**config.mk**
```make
export PLATFORM = sky130hd
export DESIGN_NAME = heartbeat_sequencer
export DESIGN_NICKNAME = d
export VERILOG_FILES = /design/src/rtl/heartbeat_sequencer.sv
export SDC_FILE = /design/constraint.sdc
export NUM_CORES = 1
export LEC_CHECK = 0
export CORE_MARGIN = 5
export CORE_UTILIZATION = 55
export DETAILED_ROUTE_END_ITERATION = 7
export PLACE_DENSITY_LB_ADDON = 0.25
export SLEW_MARGIN = 20
export SYNTH_ARGS = -nofsm -noshare
export SYNTH_HDL_FRONTEND = slang
export SYNTH_SLANG_ARGS = --single-unit
```
**constraint.sdc**
```tcl
create_clock -name clk -period 4.7 [get_ports clk]
set_input_delay 0.705 -clock clk [delete_from_list [all_inputs] [get_ports clk]]
set_output_delay 0.705 -clock clk [all_outputs]
set_load 0.02 [all_outputs]
```
**src/rtl/heartbeat_sequencer.sv**
```systemverilog
// heartbeat_sequencer: plays a lub-dub pattern by driving the clk_divider period code and enable.
// Define HB_COUNT_EN to add the saturating 16-bit beat_count output.
module heartbeat_sequencer #(
  parameter int unsigned TICK_DIV   = 12000,
  parameter int unsigned LUB_MS     = 100,
  parameter int unsigned GAP_MS     = 80,
  parameter int unsigned DUB_MS     = 100,
  parameter logic [3:0]  PERIOD_LUB = 4'd1,
  parameter logic [3:0]  PERIOD_DUB = 4'd2
) (
  input  logic        clk,
  input  logic        rst,
  input  logic        start,
  input  logic        stop,
  input  logic [1:0]  bpm_sel,
  output logic [3:0]  period,
  output logic        div_en,
  output logic        busy,
  output logic        beat_pulse
`ifdef HB_COUNT_EN
  ,
  output logic [15:0] beat_count
`endif
);

  localparam int unsigned   TW        = $clog2(TICK_DIV);
  localparam logic [TW-1:0] TICK_LAST = TW'(TICK_DIV - 1);
  localparam int unsigned   BEAT_MS   = LUB_MS + GAP_MS + DUB_MS;

  typedef enum logic [2:0] {IDLE, LUB, GAP, DUB, REST} state_t;

  state_t        state_q;
  logic [TW-1:0] tickCnt_q, tickCnt_d;
  logic [15:0]   durCnt_q;
  logic          stopPend_q;
  logic [1:0]    bpmLat_q;
  logic [3:0]    period_q;
  logic          divEn_q, busy_q, beatPulse_q;
  logic          tick, expire;
`ifdef HB_COUNT_EN
  logic [15:0]   beatCnt_q;
`endif

  // REST fills whatever the selected cycle length leaves after the two tones and the gap.
  function automatic logic [15:0] restLoad(input logic [1:0] code);
    int unsigned cycleMs;
    case (code)
      2'd0:    cycleMs = 1000;
      2'd1:    cycleMs = 800;
      2'd2:    cycleMs = 600;
      default: cycleMs = 500;
    endcase
    return 16'(cycleMs - BEAT_MS - 1);
  endfunction

  always_comb begin
    tick      = (state_q != IDLE) && (tickCnt_q == TICK_LAST);
    expire    = tick && (durCnt_q == '0);
    tickCnt_d = tick ? '0 : tickCnt_q + TW'(1);
  end

  always_ff @(posedge clk or posedge rst) begin
    if (rst) begin
      state_q     <= IDLE;
      tickCnt_q   <= '0;
      durCnt_q    <= '0;
      stopPend_q  <= 1'b0;
      bpmLat_q    <= '0;
      period_q    <= '0;
      divEn_q     <= 1'b0;
      busy_q      <= 1'b0;
      beatPulse_q <= 1'b0;
`ifdef HB_COUNT_EN
      beatCnt_q   <= '0;
`endif
    end else begin
      beatPulse_q <= 1'b0;
      if (state_q != IDLE) tickCnt_q <= tickCnt_d;
      if (tick) durCnt_q <= durCnt_q - 16'd1;
      case (state_q)
        IDLE: begin
          if (start && !stop) begin
            state_q     <= LUB;
            tickCnt_q   <= '0;
            durCnt_q    <= 16'(LUB_MS - 1);
            bpmLat_q    <= bpm_sel;
            period_q    <= PERIOD_LUB;
            divEn_q     <= 1'b1;
            busy_q      <= 1'b1;
            beatPulse_q <= 1'b1;
`ifdef HB_COUNT_EN
            beatCnt_q   <= 16'd1;
`endif
          end
        end
        LUB: begin
          if (stop) stopPend_q <= 1'b1;
          if (expire) begin
            state_q  <= GAP;
            durCnt_q <= 16'(GAP_MS - 1);
            period_q <= '0;
            divEn_q  <= 1'b0;
          end
        end
        GAP: begin
          if (stop) stopPend_q <= 1'b1;
          if (expire) begin
            state_q  <= DUB;
            durCnt_q <= 16'(DUB_MS - 1);
            period_q <= PERIOD_DUB;
            divEn_q  <= 1'b1;
          end
        end
        DUB: begin
          if (stop) stopPend_q <= 1'b1;
          // A stop seen on the final DUB edge still skips REST.
          if (expire) begin
            period_q <= '0;
            divEn_q  <= 1'b0;
            if (stopPend_q || stop) begin
              state_q    <= IDLE;
              busy_q     <= 1'b0;
              stopPend_q <= 1'b0;
            end else begin
              state_q  <= REST;
              durCnt_q <= restLoad(bpmLat_q);
            end
          end
        end
        REST: begin
          if (stop || (expire && stopPend_q)) begin
            state_q    <= IDLE;
            period_q   <= '0;
            divEn_q    <= 1'b0;
            busy_q     <= 1'b0;
            stopPend_q <= 1'b0;
          end else if (expire) begin
            state_q     <= LUB;
            durCnt_q    <= 16'(LUB_MS - 1);
            bpmLat_q    <= bpm_sel;
            period_q    <= PERIOD_LUB;
            divEn_q     <= 1'b1;
            beatPulse_q <= 1'b1;
`ifdef HB_COUNT_EN
            if (beatCnt_q != 16'hFFFF) beatCnt_q <= beatCnt_q + 16'd1;
`endif
          end
        end
        default: begin
          state_q  <= IDLE;
          period_q <= '0;
          divEn_q  <= 1'b0;
          busy_q   <= 1'b0;
        end
      endcase
    end
  end

  assign period     = period_q;
  assign div_en     = divEn_q;
  assign busy       = busy_q;
  assign beat_pulse = beatPulse_q;
`ifdef HB_COUNT_EN
  assign beat_count = beatCnt_q;
`endif

endmodule

```
==> flow_summary.json, run 1 <==
{
  "status": "finished clean",
  "cp.buffers_inverters": 0,
  "die_h_um": 78.3,
  "pwr-share-clk": 0.214,
  "switching_power_uw": 384,
  "wl_per_cell_um": 16.6,
  "crit_path_max_incr_delay_ns": 0.74,
  "n_antenna_cell": 0,
  "critPathTopFamily": "simple AND/OR/NAND/NOR gates",
  "rsz0062_at_grt": "no",
  "final_nets": 315,
  "antenna_found_initial": 0,
  "pin_count": 13,
  "critPathSlowestCell": "or4_1",
  "cp_max_fo": 16,
  "synth-seq-cells": 41,
  "whs_endpoint": "period[1]$_DFFE_PP0P_",
  "setup_viol": 0,
  "drive_above_1_share": 0.0693,
  "synth_top_family_by_area": "simple AND/OR/NAND/NOR gates",
  "worstRegToRegCells": 6,
  "holdBufCountCts": 0,
  "ir_drop_mv": 0.250,
  "first_iter_violations": 116,
  "grt_max_degree": 42,
  "cp.depth": 6,
  "leakage_nw": 1.23,
  "p_per_area_nw_per_um2": 382,
  "tns_ns": 0,
  "wirelength_mm": 5.91,
  "final_core_util": 0.620,
  "worst_hold_slack_ns": 0.505,
  "hold_viol": 0,
  "fin_crit_ns": 3.06,
  "cts_tree": "yes",
  "drv_slew": 0,
  "fp.dieW_um": 78.3,
  "synthXorXnorAreaFrac": 0.0854,
  "synth_simple_gate_area_frac": 0.278,
  "yosysWarningCount": 0,
  "syn_avg_cell_area_um2": 8.69,
  "io_buffers": 10,
  "rows": 24,
  "comb_power_share": 0.301,
  "reg2reg_from": "state_q[0]$_DFFE_PP0P_",
  "start_util": 0.577,
  "worstHoldPathCells": 2,
  "ant_nets": 0,
  "r2r_setup_slack_ns": 1.64,
  "ys.flop_type": "dfrtp_1",
  "cts_sinks": 41,
  "seqPwrFrac": 0.485,
  "grt_pass1_wl_mm": 10.0,
  "crit_arrival_ns": 3.22,
  "dp_hpwl_mm": 4.32,
  "total_power_mw": 1.05,
  "syn_to_final_growth_pct": 7.47,
  "globalplace.congestion": 0.933,
  "grt.overflow.total": 0,
  "r2r-end": "durCnt_q[8]$_DFF_PP0_",
  "min_path_type": "reg2reg",
  "maxCapViolCount": 0,
  "p_int_uw": 668,
  "hold_start": "period[1]$_DFFE_PP0P_",
  "grt.total_usage": 0.207,
  "p_sw_frac": 0.365,
  "synth_mux_area_frac": 0.0200,
  "clockBufferDepth": 2,
  "critPathRequiredTime_ns": 4.86,
  "avgViaCountPerCell": 6.15,
  "cts_resized": 0,
  "max_freq_mhz": 327,
  "finClkSkew_ns": 0.00610,
  "clk_pin_slew_ns": 0.08,
  "cts_max_level": 2,
  "clk_latency_ns": 0.29,
  "synth_edf_count": 0,
  "end_kind": "flop",
  "drtPass1Iterations": 4,
  "start_kind": "flop",
  "path_class": "reg2reg",
  "yosysSeqAreaShare": 0.400,
  "yosysUniqueCellTypes": 50,
  "grt_pass1_vias": 2093,
  "finalCritPeriodShare": 0.650,
  "post_cts_buffers": 0,
  "synthArstFlopShare": 1.00,
  "syn_inst": 295,
  "synthAdderAreaFrac": 0.0342,
  "coreArea_um2": 4440,
  "worst_pin_slew_ns": 0.902,
  "die_area_um2": 6120,
  "crit_chain": "o311ai_2 > or4_1 > nor4_2 > nand2_1 > o31ai_1 > a21oi_1",
  "relSlewSlack": 0.393,
  "vias": 2185,
  "root_buffer": "clkbuf_8",
  "synth_area_um2": 2560,
  "final_cell_mix": "nand2_1 (41), dfrtp_1 (41), nor2_1 (34)",
  "synth_compound_area_frac": 0.135,
  "remaining_drc_errors": 0,
  "cts_made_buffers": 5
}
-- power by group through the flow --
stage | combinational (mW) | clock [mW] | sequential, mW
6_report | 0.317 | 0.225 | 0.510
5_1_grt | 0.354 | 0.246 | 0.522
4_1_cts | 0.317 | 0.233 | 0.508
3_5_place_dp | 0.312 | 0 | 0.513
3_3_place_gp | 0.304 | 0 | 0.511
2_1_floorplan | 0.233 | 0 | 0.496
-- cell usage after synthesis (all sizes together) (8+ instances only) --
library cell	instances	area share
xnor2	11	0.038
o21ai	13	0.025
nand3	11	0.021
xor2	14	0.048
nor4	11	0.035
dfrtp	41	0.40
nor3	8	0.016
a21oi	17	0.035
nand2	41	0.060
nor2	35	0.058
inv	12	0.018
-- per-layer routing --
layer / track usage / vias up / wire length [um]
met5: 0 / - / 0
met4: 0.0839 / 0 / 163
met3: 0.0572 / 20 / 471
met2: 0.327 / 99 / 2720
met1: 0.270 / 1016 / 2550
li1: - / 1050 / -
-- sequential cells by signal, indices dropped and copies added, names as in the netlist --
signal and count:
div_en 1, busy 1, durCnt_q 16, period 2, beat_pulse 1, bpmLat_q 2, stopPend_q 1, tickCnt_q 14
state_q 3
-- layout make-up --
class / count / area, um2
Fill cell: 382 / 1690
Sequential cell: 41 / 1030
Multi-Input combinational cell: 230 / 1420
Clock inverter: 2 / 10.0
Timing Repair Buffer: 11 / 108
Inverter: 13 / 48.8
Clock buffer: 6 / 72.6
Tap cell: 52 / 65.1
-- cell families (layout without fill, tap and decap cells) --
family | count (synthesis) | in the layout
AO/OA/AOI/OAI | 53 | 53
XOR/XNOR | 25 | 25
adder cells (fa/ha/maj) | 7 | 7
buffers and inverters | 25 | 32
flip-flops | 41 | 41
multiplexers | 4 | 4
other | 1 | 2
AND/OR/NAND/NOR | 139 | 139
-- metrics by stage --
stage               cell area [um2]  worst slack [ns]  instances
floorplan                      2570              2.01        296
global placement               2670              1.73        347
detailed placement             2670              1.76        347
CTS                            2750              1.73        355
global route                   2750              1.47        355
finish                         2750              1.64        355
-- worst reg2reg max path, delay by kind of cell (launching register included) --
kind / cells / cell delay [ns]
AND/OR/NAND/NOR: 3 / 1.61
flip-flops: 1 / 0.66
AO/OA/AOI/OAI: 3 / 0.65
-- how the worst max path moves through the flow --
stage | start | slack (ns) | to
finish | state_q[0]$_DFFE_PP0P_ | 1.64 | durCnt_q[8]$_DFF_PP0_
global route | state_q[0]$_DFFE_PP0P_ | 1.47 | durCnt_q[13]$_DFF_PP0_
CTS | state_q[0]$_DFFE_PP0P_ | 1.73 | durCnt_q[8]$_DFF_PP0_
floorplan | tickCnt_q[0]$_DFF_PP0_ | 2.01 | bpmLat_q[0]$_DFFE_PP0P_
detailed placement | state_q[0]$_DFFE_PP0P_ | 1.76 | durCnt_q[8]$_DFF_PP0_
global placement | state_q[0]$_DFFE_PP0P_ | 1.73 | durCnt_q[4]$_DFF_PP0_
No activity file was read; power rests on OpenSTA's default activity.
==> run 2: changes to the inputs <==
--- a/config.mk
+++ b/config.mk
@@ -6,7 +6,7 @@
 export NUM_CORES = 1
 export LEC_CHECK = 0
 export CORE_MARGIN = 5
-export CORE_UTILIZATION = 55
+export CORE_UTILIZATION = 54
 export DETAILED_ROUTE_END_ITERATION = 7
 export PLACE_DENSITY_LB_ADDON = 0.25
 export SLEW_MARGIN = 20
==> constraint.sdc (replaced) <==
create_clock -name clk -period 2.5 [get_ports clk]
set_input_delay 0.375 -clock clk [delete_from_list [all_inputs] [get_ports clk]]
set_output_delay 0.375 -clock clk [all_outputs]
set_load 0.02 [all_outputs]
==> flow_summary.json, run 2 (synthesis results as in run 1) <==
{
  "status": "finished with violations",
  "violations": "negative setup slack",
  "clk_latency_ns": 0.30,
  "relSlewSlack": 0.657,
  "maxCapViolCount": 0,
  "crit_top_cell": "or4_4",
  "crit_path_max_incr_delay_ns": 0.57,
  "grt_pass1_wl_mm": 10.7,
  "p_int_mw": 1.49,
  "min_path_type": "reg2reg",
  "avgViaCountPerCell": 6.08,
  "clk_pin_slew_ns": 0.08,
  "clockBufferDepth": 2,
  "coreArea_um2": 4660,
  "cts_max_level": 2,
  "hold_viol": 0,
  "switching_power_uw": 760,
  "n_antenna_cell": 0,
  "fin_crit_ns": 2.53,
  "io_buffers": 10,
  "remaining_drc_errors": 0,
  "worst_hold_slack_ns": 0.493,
  "globalplace.congestion": 0.924,
  "r2r_setup_slack_ns": -0.03,
  "finalCritPeriodShare": 1.01,
  "dp_hpwl_mm": 4.60,
  "pwr-share-clk": 0.246,
  "syn_to_final_growth_pct": 22.3,
  "root_buffer": "clkbuf_8",
  "drtPass1Iterations": 5,
  "rsz0062_at_grt": "yes",
  "top_register": "durCnt_q",
  "crit_arrival_ns": 2.71,
  "largest_reg_flops": 16,
  "cts_made_buffers": 5,
  "comb_power_share": 0.355,
  "fp.dieW_um": 78.9,
  "final_core_util": 0.672,
  "final_cell_mix": "nand2_1 (41), dfrtp_1 (41), buf_4 (38)",
  "wl_per_cell_um": 16.7,
  "final_nets": 352,
  "start_kind": "flop",
  "rows": 25,
  "drv_slew": 0,
  "max_freq_mhz": 396,
  "holdBufCountCts": 0,
  "grt_max_degree": 42,
  "antenna_found_initial": 0,
  "end_kind": "flop",
  "critPathSlowestCell": "or4_4",
  "setup_viol": 3,
  "ir_drop_mv": 0.533,
  "crit_chain": "or4_4 > or3_4 > or4_4 > o31ai_2 > a21oi_1 > a211o_1",
  "cts_tree": "yes",
  "seqPwrFrac": 0.399,
  "ant_nets": 0,
  "reg_top3": "durCnt_q (16), tickCnt_q (14), state_q (3)",
  "cts_sinks": 41,
  "setup_ws_ns": -0.0269,
  "die_h_um": 78.9,
  "grt.overflow.total": 0,
  "cp_max_fo": 6,
  "grt.total_usage": 0.219,
  "worst_pin_slew_ns": 0.514,
  "leakage_nw": 1.45,
  "vias": 2397,
  "p_per_area_nw_per_um2": 719,
  "drive_above_1_share": 0.203,
  "p_sw_frac": 0.337,
  "start_util": 0.550,
  "critPathRequiredTime_ns": 2.69,
  "grt_pass1_vias": 2216,
  "path_class": "reg2reg",
  "first_iter_violations": 244,
  "pin_count": 13,
  "finClkSkew_ns": 0.00846,
  "wirelength_mm": 6.57,
  "die_area_um2": 6220
}
run 2: changes by cell type in the layout (fill, tap and decap cells not counted), sizes merged:
cell / delta
buf: +37
clkbuf: +1
bufinv: +1
clkinv: -2
run 2: area by class of cell:
cell class              count  area, um2
fillers                   380       1530
clock buffers               7       86.3
well taps                  54       67.6
clock inverters             1       30.0
multi-input cells         230       1490
repair buffers             48        385
inverters                  13       48.8
flip-flops and latches     41       1030
run 2: worst paths after layout:
path                                        startpoint                     end  cells past startpoint
worst max register to register  durCnt_q[10]$_DFF_PP0_   durCnt_q[3]$_DFF_PP0_                      6
worst min register to register   period[1]$_DFFE_PP0P_   period[1]$_DFFE_PP0P_                      2
min in group asynchronous                          rst   durCnt_q[1]$_DFF_PP0_                      3
worst max-delay path            durCnt_q[10]$_DFF_PP0_   durCnt_q[3]$_DFF_PP0_                      6
worst min-delay path             period[1]$_DFFE_PP0P_   period[1]$_DFFE_PP0P_                      2
max in group asynchronous                          rst  durCnt_q[12]$_DFF_PP0_                      3
run 2: worst max-delay path, delay by kind of cell (launching register included):
kind / cells / cell delay [ns]
AO/OA/AOI/OAI: 3 / 0.58
flip-flops: 1 / 0.40
AND/OR/NAND/NOR: 3 / 1.43
run 2: repair_timing:
| action | 4_1_cts | 5_1_grt |
|---|---|---|
| buffers inserted | 0 | 6 |
| pin swaps | 0 | 3 |
| gates resized for setup | 1 | 12 |
| endpoints found under the setup margin | 1 | 24 |
| hold endpoints to repair | 0 | 0 |
run 2: stage by stage:
step | setup WS, ns | area (um2) | std cells | total power, mW | TNS (ns)
final | -0.0269 | 3130 | 394 | 2.25 | -0.0661
after global routing | -0.0552 | 3130 | 394 | 2.39 | -0.200
after CTS | 0.00729 | 3040 | 388 | 2.21 | 0
after detailed placement | -0.00674 | 2920 | 380 | 1.65 | -0.00674
after global placement | 0.0381 | 2920 | 380 | 1.63 | 0
after floorplan | -0.0576 | 2580 | 296 | 1.37 | -0.141
run 2: power groups by stage:
stage / Combinational (mW) / Clock, mW / Sequential [mW]
finish: 0.800 / 0.556 / 0.899
CTS: 0.748 / 0.565 / 0.897
global placement: 0.726 / 0 / 0.902
detailed placement: 0.742 / 0 / 0.909
floorplan: 0.441 / 0 / 0.933
global route: 0.878 / 0.597 / 0.919
run 2: routing by layer:
metal  vias to the layer above  GRT usage  part of all wire
li1                       1129          -                 -
met3                        19     0.0499             0.085
met2                       139      0.338              0.47
met5                         -          0                 0
met4                         0     0.0911             0.019
met1                      1110      0.298              0.43
